**config.mk**
```make
export PLATFORM = sky130hd
export DESIGN_NAME = sr_flop_bank
export DESIGN_NICKNAME = d
export VERILOG_FILES = /design/src/rtl/sr_pkg.sv /design/src/rtl/sr_cell.sv /design/src/rtl/sr_flop_bank.sv
export SDC_FILE = /design/constraint.sdc
export NUM_CORES = 1
export LEC_CHECK = 0
export BUFFER_PORTS_ARGS = -buffer_cell sky130_fd_sc_hd__buf_2
export CAP_MARGIN = 5
export CORE_MARGIN = 2
export CORE_UTILIZATION = 35
export DETAILED_ROUTE_END_ITERATION = 10
export GPL_TIMING_DRIVEN = 1
export PLACE_DENSITY_LB_ADDON = 0.25
export RECOVER_POWER = 25
export SLEW_MARGIN = 5
export SYNTH_ARGS = -nofsm -noshare
export SYNTH_HDL_FRONTEND = slang
export SYNTH_HIERARCHICAL = 1
export SYNTH_SLANG_ARGS = --single-unit
```
**constraint.sdc**
```tcl
create_clock -name clk -period 1.2 [get_ports clk]
set_clock_uncertainty 0.1 [all_clocks]
set_input_delay 0.12 -clock clk [delete_from_list [all_inputs] [get_ports clk]]
set_output_delay 0.12 -clock clk [all_outputs]
set_load 0.01 [all_outputs]
```
**src/rtl/sr_pkg.sv**
```systemverilog
// Shared types and the S/R resolution rule for the clocked SR flop bank.
package sr_pkg;

    localparam int SR_SET_DOM = 0;
    localparam int SR_RST_DOM = 1;
    localparam int SR_HOLD    = 2;
    localparam int SR_TOGGLE  = 3;

    // Pair layout is {s, r}.
    typedef logic [1:0] sr_pair_t;

    function automatic logic resolve(input int mode, input sr_pair_t pair, input logic q);
        logic nq;
        nq = q;
        case (pair)
            2'b10: nq = 1'b1;
            2'b01: nq = 1'b0;
            2'b11: begin
                case (mode)
                    SR_SET_DOM: nq = 1'b1;
                    SR_RST_DOM: nq = 1'b0;
                    SR_TOGGLE:  nq = ~q;
                    default:    nq = q;
                endcase
            end
            default: nq = q;
        endcase
        return nq;
    endfunction

endpackage

```
**src/rtl/sr_cell.sv**
```systemverilog
// One SR storage channel: optional persistence filter, resolution, edge pulses, sticky conflict.
module sr_cell
    import sr_pkg::*;
#(
    parameter int   MODE          = SR_SET_DOM,
    parameter int   FILTER_CYCLES = 0,
    parameter logic INIT          = 1'b0
) (
    input  logic     clk_i,
    input  logic     rst_i,
    input  sr_pair_t pair_i,
    input  logic     clr_conflict_i,
    output logic     q_o,
    output logic     rise_o,
    output logic     fall_o,
    output logic     conflict_o
);

    logic apply;
    logic q_q, q_d;
    logic rise_q, rise_d;
    logic fall_q, fall_d;
    logic conflict_q, conflict_d;

    generate
        if (FILTER_CYCLES == 0) begin : g_nofilt
            assign apply = 1'b1;
        end else begin : g_filt
            localparam int KW = $clog2(FILTER_CYCLES + 1);
            localparam logic [KW-1:0] N_K = KW'(FILTER_CYCLES);

            sr_pair_t      cand_q, cand_d;
            logic [KW-1:0] cnt_q, cnt_d;

            // Count saturates at N so a held pair keeps being applied every edge.
            always_comb begin
                cand_d = cand_q;
                cnt_d  = cnt_q;
                apply  = 1'b0;
                if (pair_i != cand_q) begin
                    cand_d = pair_i;
                    cnt_d  = '0;
                end else begin
                    if (cnt_q != N_K) cnt_d = cnt_q + KW'(1);
                    apply = (cnt_d == N_K);
                end
            end

            always_ff @(posedge clk_i or posedge rst_i) begin
                if (rst_i) begin
                    cand_q <= 2'b00;
                    cnt_q  <= N_K;
                end else begin
                    cand_q <= cand_d;
                    cnt_q  <= cnt_d;
                end
            end
        end
    endgenerate

    always_comb begin
        q_d        = q_q;
        conflict_d = conflict_q;
        if (apply) q_d = resolve(MODE, pair_i, q_q);
        if (apply && (pair_i == 2'b11)) begin
            conflict_d = 1'b1;
        end else if (clr_conflict_i) begin
            conflict_d = 1'b0;
        end
        rise_d = q_d & ~q_q;
        fall_d = ~q_d & q_q;
    end

    always_ff @(posedge clk_i or posedge rst_i) begin
        if (rst_i) begin
            q_q        <= INIT;
            rise_q     <= 1'b0;
            fall_q     <= 1'b0;
            conflict_q <= 1'b0;
        end else begin
            q_q        <= q_d;
            rise_q     <= rise_d;
            fall_q     <= fall_d;
            conflict_q <= conflict_d;
        end
    end

    assign q_o        = q_q;
    assign rise_o     = rise_q;
    assign fall_o     = fall_q;
    assign conflict_o = conflict_q;

endmodule

```
**src/rtl/sr_flop_bank.sv**
```systemverilog
// WIDTH independent clocked SR channels; wiring plus the complementary output.
module sr_flop_bank
    import sr_pkg::*;
#(
    parameter int               WIDTH         = 8,
    parameter int               MODE          = SR_SET_DOM,
    parameter int               FILTER_CYCLES = 0,
    parameter logic [WIDTH-1:0] INIT          = '0
) (
    input  logic             clk,
    input  logic             rst,
    input  logic [WIDTH-1:0] s,
    input  logic [WIDTH-1:0] r,
    input  logic [WIDTH-1:0] clr_conflict,
    output logic [WIDTH-1:0] q,
    output logic [WIDTH-1:0] qbar,
    output logic [WIDTH-1:0] rise,
    output logic [WIDTH-1:0] fall,
    output logic [WIDTH-1:0] conflict
);

    generate
        for (genvar i = 0; i < WIDTH; i++) begin : g_ch
            sr_cell #(
                .MODE          (MODE),
                .FILTER_CYCLES (FILTER_CYCLES),
                .INIT          (INIT[i])
            ) u_cell (
                .clk_i          (clk),
                .rst_i          (rst),
                .pair_i         ({s[i], r[i]}),
                .clr_conflict_i (clr_conflict[i]),
                .q_o            (q[i]),
                .rise_o         (rise[i]),
                .fall_o         (fall[i]),
                .conflict_o     (conflict[i])
            );
        end
    endgenerate

    assign qbar = ~q;

endmodule

```
==> impl_metrics.tcl, run 1 <==
set metrics [dict create \
    status "finished clean" \
    grt_pass1_vias 1087 \
    numPlacedInstances 215 \
    max_stage_delay_ns 0.43 \
    antenna_cells 0 \
    synth_edf_count 0 \
    cts-buffers-inserted 5 \
    finalSetupTns_ns 0 \
    hp-class "in -> async" \
    async_reset_ff_share_pct 100 \
    arrival_ns 0.92 \
    clock-root-buffer "clkbuf_4" \
    fmax_mhz 875 \
    die_h_um 62.6 \
    coreArea_um2 3310 \
    grt_pass1_wl_mm 4.60 \
    synthTopCellsByArea "dfrtp_1, inv_1, nor3b_2" \
    seq_area_frac_synth_pct 66.7 \
    final-setup-viol-count 0 \
    wl_per_cell_um 10.7 \
    die_area_um2 3920 \
    dr_wl_met3_um 185 \
    wirelength_mm 2.66 \
    start_kind "flop" \
    portBuffers 65 \
    clk_latency_ns 0.31 \
    cts_tree "yes" \
    placement_rows 21 \
    critPathTopFamily "flip-flops" \
    final_cells 248 \
    vias_per_cell 4.06 \
    cp-end-kind "output port" \
    synth_area_per_cell_um2 11.5 \
    max_cap_violations 0 \
    synth_top_area_share_pct 66.7 \
    cts.sink_count 32 \
    dieWidth_um 62.6 \
    finalCriticalPeriod_ns 1.14 \
    slew-limit-headroom_pct 72.9 \
    gp_congestion 0.702 \
    worstMarginPinSlew_ns 0.407 \
    wl_met1_mm 1.06 \
    crit_fanout 5 \
    start_util_pct 36.3 \
    drc 0 \
    synth_cell_types 7 \
    clock_path_buffers 2 \
    critical_path.slowest_cell "dfrtp_1" \
    synth_top_area_cell "dfrtp_1" \
    first_pass_iters 3 \
    rsz0062_at_grt "true" \
    h-tree-depth 2 \
    power.density_nw_per_um2 1140 \
    drv_slew 0 \
    crit_chain "inv_1, buf_2" \
    synth_seq_cells 32 \
    grt_max_degree 10 \
    finalNetCount 227 \
    layout-drive-gt1-share_pct 38.6 \
    yosys_warnings 6 \
    cts_setup_buffers 0 \
    cp.required_ns 0.98 \
    met2_wirelength_mm 1.36 \
    syn_nets 130 \
    yosys_most_used_dff "dfrtp_1" \
    ir_drop_v 0.000641 \
    vias 1006 \
    dp_hpwl_mm 1.87 \
    grt_use_total_pct 15.2 \
    synthToLayoutAreaGrowth_pct 57.5 \
    io_pins 66 \
    ant_nets 0 \
    clkTransAtPathRegs_ns 0.09 \
    worst-path-buf-inv 2 \
    yosys-top-cells-count "dfrtp_1, inv_1" \
    dr.max_layer_used "met4" \
    drt_iter0_drc 11 \
    syn-instance-count 104 \
    syn_area_um2 1200 \
    timing.final.crit_share_pct 95.3 \
    worstSetupPathType "reg -> out" \
    leakagePower_nw 1.10 \
    gr-total-overflow 0 \
    antenna_found_initial 0 \
    final-hold-violation-count 0 \
]
-- timing repair --
item / CTS / global route
setup endpoints to repair: 0 / 1
resized for setup: 0 / 0
endpoints found under the hold margin: 64 / 0
hold buffers: 25 / 0
-- layout by cell type, fill, tap and decap left out --
master / Yosys / final
buf_2: 0 / 64
inv_1: 32 / 32
dfrtp_1: 32 / 32
dlygate4sd3_1: 0 / 25
a21o_1: 8 / 8
nor2b_1: 8 / 8
nor3b_2: 8 / 8
nand2_1: 8 / 8
o21ai_0: 8 / 8
clkbuf_4: 0 / 5
clkbuf_1: 0 / 3
clkbuf_8: 0 / 1
-- state kept, by name, summed over array words and instances (netlist names) --
register,count
g_ch.u_cell/fall_o,8
g_ch.u_cell/q_o,8
g_ch.u_cell/rise_o,8
g_ch.u_cell/conflict_o,8
-- through the flow --
stage	instance area [um2]	util, %	hold slack [ns]	total power [W]	worst slack (ns)
after floorplan	1200	-	-0.214	0.00135	0.385
after CTS	1890	57.2	0.193	0.00220	0.0235
after detailed placement	1580	47.8	0.00465	0.00151	0.383
after global routing	1890	57.1	0.342	0.00229	-0.0000546
after global placement	1580	47.8	0.00232	0.00150	0.412
final	1890	57.1	0.291	0.00217	0.0569
-- worst paths after layout --
check,startpoint,to,slack [ns],depth (start not counted)
setup reg to reg,g_ch[1].u_cell/q_o,g_ch[1].u_cell/q_o,0.38,1
setup / recovery,g_ch[6].u_cell/q_o,qbar[6],0.06,2
hold / removal,rst,g_ch[5].u_cell/rise_o,0.29,3
max in group asynchronous,rst,g_ch[1].u_cell/rise_o,0.55,3
min in group clk,g_ch[0].u_cell/q_o,g_ch[0].u_cell/rise_o,0.38,1
hold reg to reg,g_ch[0].u_cell/q_o,g_ch[0].u_cell/rise_o,0.38,1
-- metal layers --
metal	up-vias	GRT usage [%]
met4	0	7.22
met1	454	16.2
met3	6	4.68
met2	46	27.4
met5	-	0
li1	500	-
-- worst min-delay path: stages --
cell           delay [ns]
dlygate4sd3_1        0.53
clkbuf_1             0.22
inv_1                0.20
-- power by group --
part | internal (W) | switching [W]
clock | 0.000289 | 0.000328
sequential | 0.00115 | 0.0000378
combinational | 0.000189 | 0.000175
-- cells by family after synthesis --
kind of cell / Yosys count / synth area share, %
simple gates: 24 / 15.0
flops: 32 / 66.7
compound gates: 16 / 8.33
buf+inv: 32 / 10.0
-- area by class of cell --
type	count	area (um2)
fillers	298	1420
flip-flops and latches	32	801
repair buffers	90	574
multi-input cells	40	280
inverters	32	120
clock buffers	8	58.8
well taps	46	57.6
Power figures use the tool's default switching activity.
==> run 2: changes to the inputs <==
- CELL_PAD_IN_SITES_DETAIL_PLACEMENT: default -> 0
- CELL_PAD_IN_SITES_GLOBAL_PLACEMENT: default -> 2
- CORE_UTILIZATION: 35 -> 27
==> run 2 against run 1 <==
Compared with the run above: clock power is 33% higher; clock-buffer cell count stayed put; via count is 2.6% lower; highest routed layer unchanged; register-to-register slack hardly changed; critical endpoint is now qbar[4]; flip-flop and latch count stayed put; setup slack better by 0.057 ns.
==> impl_metrics.tcl, run 2 (synthesis gave the netlist of run 1 again) <==
set metrics [dict create \
    status "finished clean" \
    power_frac_clock_pct 34.6 \
    grt_max_degree 10 \
    p_sw_w 0.000563 \
    finalNetCount 227 \
    grt_pass1_wl_mm 4.68 \
    start_util_pct 27.8 \
    crit_chain "inv_1, buf_2" \
    worstSetupPathType "reg -> out" \
    drc 0 \
    cts_setup_buffers 0 \
    worst-path-buf-inv 2 \
    antenna_found_initial 0 \
    cp.required_ns 0.98 \
    finalCriticalPeriod_ns 1.09 \
    intPower_w 0.00180 \
    dieWidth_um 70.7 \
    power.share.sequential_pct 50.1 \
    finalSetupTns_ns 0 \
    start_kind "flop" \
    timing.final.crit_share_pct 90.5 \
    clock_path_buffers 2 \
    cts_resized 0 \
    gp_congestion 0.803 \
    leakagePower_nw 1.11 \
    clk_latency_ns 0.27 \
    ant_nets 0 \
    portBuffers 65 \
    drt_iter0_drc 15 \
    rsz0062_at_grt "false" \
    r2r-end "g_ch[2].u_cell/q_o" \
    final-setup-viol-count 0 \
    h-tree-depth 2 \
    max_stage_delay_ns 0.41 \
    gr-total-overflow 0 \
    cts_tree "yes" \
    vias 980 \
    die_area_um2 5000 \
    die_h_um 70.7 \
    r2r_slack_ns 0.38 \
    drv_slew 0 \
    wirelength_mm 2.69 \
    clock-root-buffer "clkbuf_8" \
    io_pins 66 \
    antenna_cells 0 \
    power.density_nw_per_um2 1230 \
    layout-drive-gt1-share_pct 38.6 \
    clkTransAtPathRegs_ns 0.06 \
    fill_cells 440 \
    vias_per_cell 3.86 \
    design_area_um2 1930 \
    hp-class "in -> async" \
    placement_rows 24 \
    final_cell_mix "buf_2, inv_1, dfrtp_1" \
    final-hold-violation-count 0 \
    first_pass_iters 4 \
    wl_per_cell_um 10.6 \
    grt_use_total_pct 11.9 \
    dp_hpwl_mm 2.02 \
    grt_pass1_vias 1097 \
    crit_fanout 5 \
    fmax_mhz 921 \
    ir_drop_v 0.000584 \
    slew-limit-headroom_pct 70.1 \
    cts_hold_buf 25 \
    cts-buffers-inserted 5 \
    placed_area_um2 1590 \
    layout_commonest_cell "buf_2" \
    cp-end-kind "output port" \
    critical_path.slowest_cell "dfrtp_1" \
    synthToLayoutAreaGrowth_pct 60.7 \
    rr_worst_depth 1 \
    arrival_ns 0.87 \
    power_frac_comb_pct 15.3 \
    sw_frac_of_total_pct 23.8 \
    critPathTopFamily "flip-flops" \
    coreArea_um2 4320 \
    rr_startpoint "g_ch[2].u_cell/q_o" \
    worstMarginPinSlew_ns 0.449 \
    max_cap_violations 0 \
    cts.sink_count 32 \
    power_w 0.00237 \
]
==> run 2: cell types whose count changed in the layout (fill, tap and decap cells not counted) <==
cell,change
clkbuf_4,-5
clkbuf_8,+5
==> run 2: cell type report <==
type                            count  area [um2]  area share, %
Clock buffer                        8        90.1           4.67
Inverter                           32         120           6.22
Multi-Input combinational cell     40         280           14.5
Timing Repair Buffer               90         574           29.7
Sequential cell                    32         801           41.5
Tap cell                           52        65.1           3.37
==> run 2: worst min-delay path, delay by kind of cell <==
kind	cells	cell delay (ns)
buffers and inverters	3	0.98
==> run 2: worst max-delay path by stage <==
stage                        from  cells after the start                  to  slack, ns
2_1_floorplan  g_ch[0].u_cell/q_o                      1  g_ch[0].u_cell/q_o       0.38
3_3_place_gp   g_ch[2].u_cell/q_o                      1  g_ch[2].u_cell/q_o       0.41
3_5_place_dp   g_ch[2].u_cell/q_o                      1  g_ch[2].u_cell/q_o       0.38
4_1_cts        g_ch[1].u_cell/q_o                      2             qbar[1]       0.09
5_1_grt        g_ch[1].u_cell/q_o                      2             qbar[1]       0.04
6_report       g_ch[4].u_cell/q_o                      2             qbar[4]       0.11
==> run 2: power groups by stage <==
| stage | registers, W | logic [W] | clock network [W] |
|---|---|---|---|
| floorplan | 0.00124 | 0.000105 | 0 |
| global placement | 0.00120 | 0.000304 | 0 |
| detailed placement | 0.00121 | 0.000308 | 0 |
| CTS | 0.00119 | 0.000372 | 0.000877 |
| global route | 0.00120 | 0.000406 | 0.000937 |
| finish | 0.00119 | 0.000362 | 0.000818 |
==> run 2: per-layer routing <==
layer / GRT usage (%) / vias to the layer above / part of all wire (%)
met5: 0 / - / 0
met2: 21.4 / 38 / 51
li1: - / 499 / -
met3: 5.56 / 2 / 9.4
met1: 12.9 / 441 / 40
met4: 2.52 / 0 / 0.41
==> run 2: stage by stage <==
step,util (%),hold slack [ns],worst slack [ns],instances
2_1_floorplan,-,-0.214,0.385,104
3_5_place_dp,36.8,0.0205,0.379,221
6_report,44.6,0.373,0.114,254
5_1_grt,44.6,0.409,0.0388,254
4_1_cts,44.7,0.267,0.0877,254
3_3_place_gp,36.8,0.0115,0.411,221
==> run 3: changes to the inputs <==
- ABC_CLOCK_PERIOD_IN_PS: default -> 1200
- PLACE_DENSITY_LB_ADDON: 0.25 -> 0.12
==> run 3 against run 2 <==
Compared with the run above: setup slack got worse by 0.021 ns; largest power group unchanged; sequential power barely moved; combinational power barely moved; via count fell by 0.31%; final area did not move; flip-flop and latch count did not move.
==> impl_metrics.tcl, run 3 (synthesis gave the netlist of run 1 again) <==
set metrics [dict create \
    status "finished clean" \
    ir_drop_v 0.000636 \
    drv_slew 0 \
    vias 977 \
    drc 0 \
    cts-buffers-inserted 5 \
    timing.final.crit_share_pct 92.3 \
    h-tree-depth 2 \
    r2r_slack_ns 0.38 \
    slew-limit-headroom_pct 74.8 \
    cts.sink_count 32 \
    finalCriticalPeriod_ns 1.11 \
    fill_cells 441 \
    antenna_found_initial 0 \
    arrival_ns 0.89 \
    clock_path_buffers 2 \
    fmax_mhz 903 \
    layout_commonest_cell "buf_2" \
    gp_congestion 0.765 \
    rr_startpoint "g_ch[3].u_cell/q_o" \
    clk_latency_ns 0.28 \
    start_util_pct 27.8 \
    hp-class "in -> async" \
    wirelength_mm 2.60 \
    finalSetupTns_ns 0 \
    placement_rows 24 \
    dp_hpwl_mm 1.90 \
    grt_pass1_vias 1028 \
    finalNetCount 227 \
    grt_max_degree 10 \
    grt_pass1_wl_mm 4.42 \
    design_area_um2 1930 \
    placed_area_um2 1590 \
    leakagePower_nw 1.11 \
    cp-end-kind "output port" \
    synthToLayoutAreaGrowth_pct 60.7 \
    die_area_um2 5000 \
    power.density_nw_per_um2 1230 \
    clock-root-buffer "clkbuf_8" \
    rsz0062_at_grt "false" \
    coreArea_um2 4320 \
    io_pins 66 \
    portBuffers 65 \
    crit_fanout 5 \
    ant_nets 0 \
    start_kind "flop" \
    grt_use_total_pct 11.6 \
    die_h_um 70.7 \
    clkTransAtPathRegs_ns 0.07 \
    dieWidth_um 70.7 \
    worstMarginPinSlew_ns 0.378 \
    gr-total-overflow 0 \
    cts_tree "yes" \
    cts_setup_buffers 0 \
    final-hold-violation-count 0 \
    max_cap_violations 0 \
    final_cell_mix "buf_2, inv_1, dfrtp_1" \
    vias_per_cell 3.85 \
    layout-drive-gt1-share_pct 38.6 \
    r2r-end "g_ch[3].u_cell/q_o" \
    rr_worst_depth 1 \
    final-setup-viol-count 0 \
    worstSetupPathType "reg -> out" \
    first_pass_iters 4 \
    wl_per_cell_um 10.2 \
    drt_iter0_drc 21 \
    cp.required_ns 0.98 \
    antenna_cells 0 \
]
run 3: repair_timing:
| action | in CTS | in global routing |
|---|---|---|
| endpoints found under the setup margin | 0 | 0 |
| endpoints found under the hold margin | 56 | 0 |
| resized for setup | 0 | 0 |
| hold buffers | 25 | 0 |
run 3: final cells by class:
cell class                 count  area [um2]  area share, %
timing repair buffer          90         574           29.7
sequential                    32         801           41.5
inverter                      32         120           6.22
tap                           52        65.1           3.37
multi-input combinational     40         280           14.5
clock buffer                   8        90.1           4.67
run 3: per-stage QoR:
stage / hold slack (ns) / total power [W] / utilization (%) / worst slack [ns] / std cells
finish: 0.324 / 0.00238 / 44.6 / 0.0925 / 254
global route: 0.374 / 0.00255 / 44.6 / 0.0331 / 254
CTS: 0.258 / 0.00243 / 44.7 / 0.0904 / 254
detailed placement: 0.00784 / 0.00151 / 36.8 / 0.386 / 221
global placement: 0.0129 / 0.00151 / 36.8 / 0.412 / 221
floorplan: -0.214 / 0.00135 / - / 0.385 / 104
run 3: power by group:
| group | internal [W] | total, W | switching [W] |
|---|---|---|---|
| Combinational | 0.000189 | 0.000362 | 0.000173 |
| Clock | 0.000467 | 0.000838 | 0.000371 |
| Sequential | 0.00115 | 0.00118 | 0.0000360 |
| Total | 0.00180 | 0.00238 | 0.000579 |
run 3: per-layer routing:
metal | vias to the layer above | track usage [%] | part of all wire, %
met4 | 0 | 6.29 | 1.7
met1 | 437 | 12.5 | 41
met2 | 37 | 18.6 | 49
met3 | 4 | 6.13 | 8.6
li1 | 499 | - | -
met5 | - | 0 | 0
run 3: worst max-delay path by stage:
stage,slack [ns],start,endpoint,cells after the start
2_1_floorplan,0.38,g_ch[0].u_cell/q_o,g_ch[0].u_cell/q_o,1
3_3_place_gp,0.41,g_ch[4].u_cell/q_o,qbar[4],2
3_5_place_dp,0.39,g_ch[5].u_cell/q_o,g_ch[5].u_cell/q_o,1
4_1_cts,0.09,g_ch[6].u_cell/q_o,qbar[6],2
5_1_grt,0.03,g_ch[3].u_cell/q_o,qbar[3],2
6_report,0.09,g_ch[3].u_cell/q_o,qbar[3],2
run 3: critical path: stages, from the launching register on:
cell     delay, ns
dfrtp_1       0.42
inv_1         0.06
buf_2         0.12
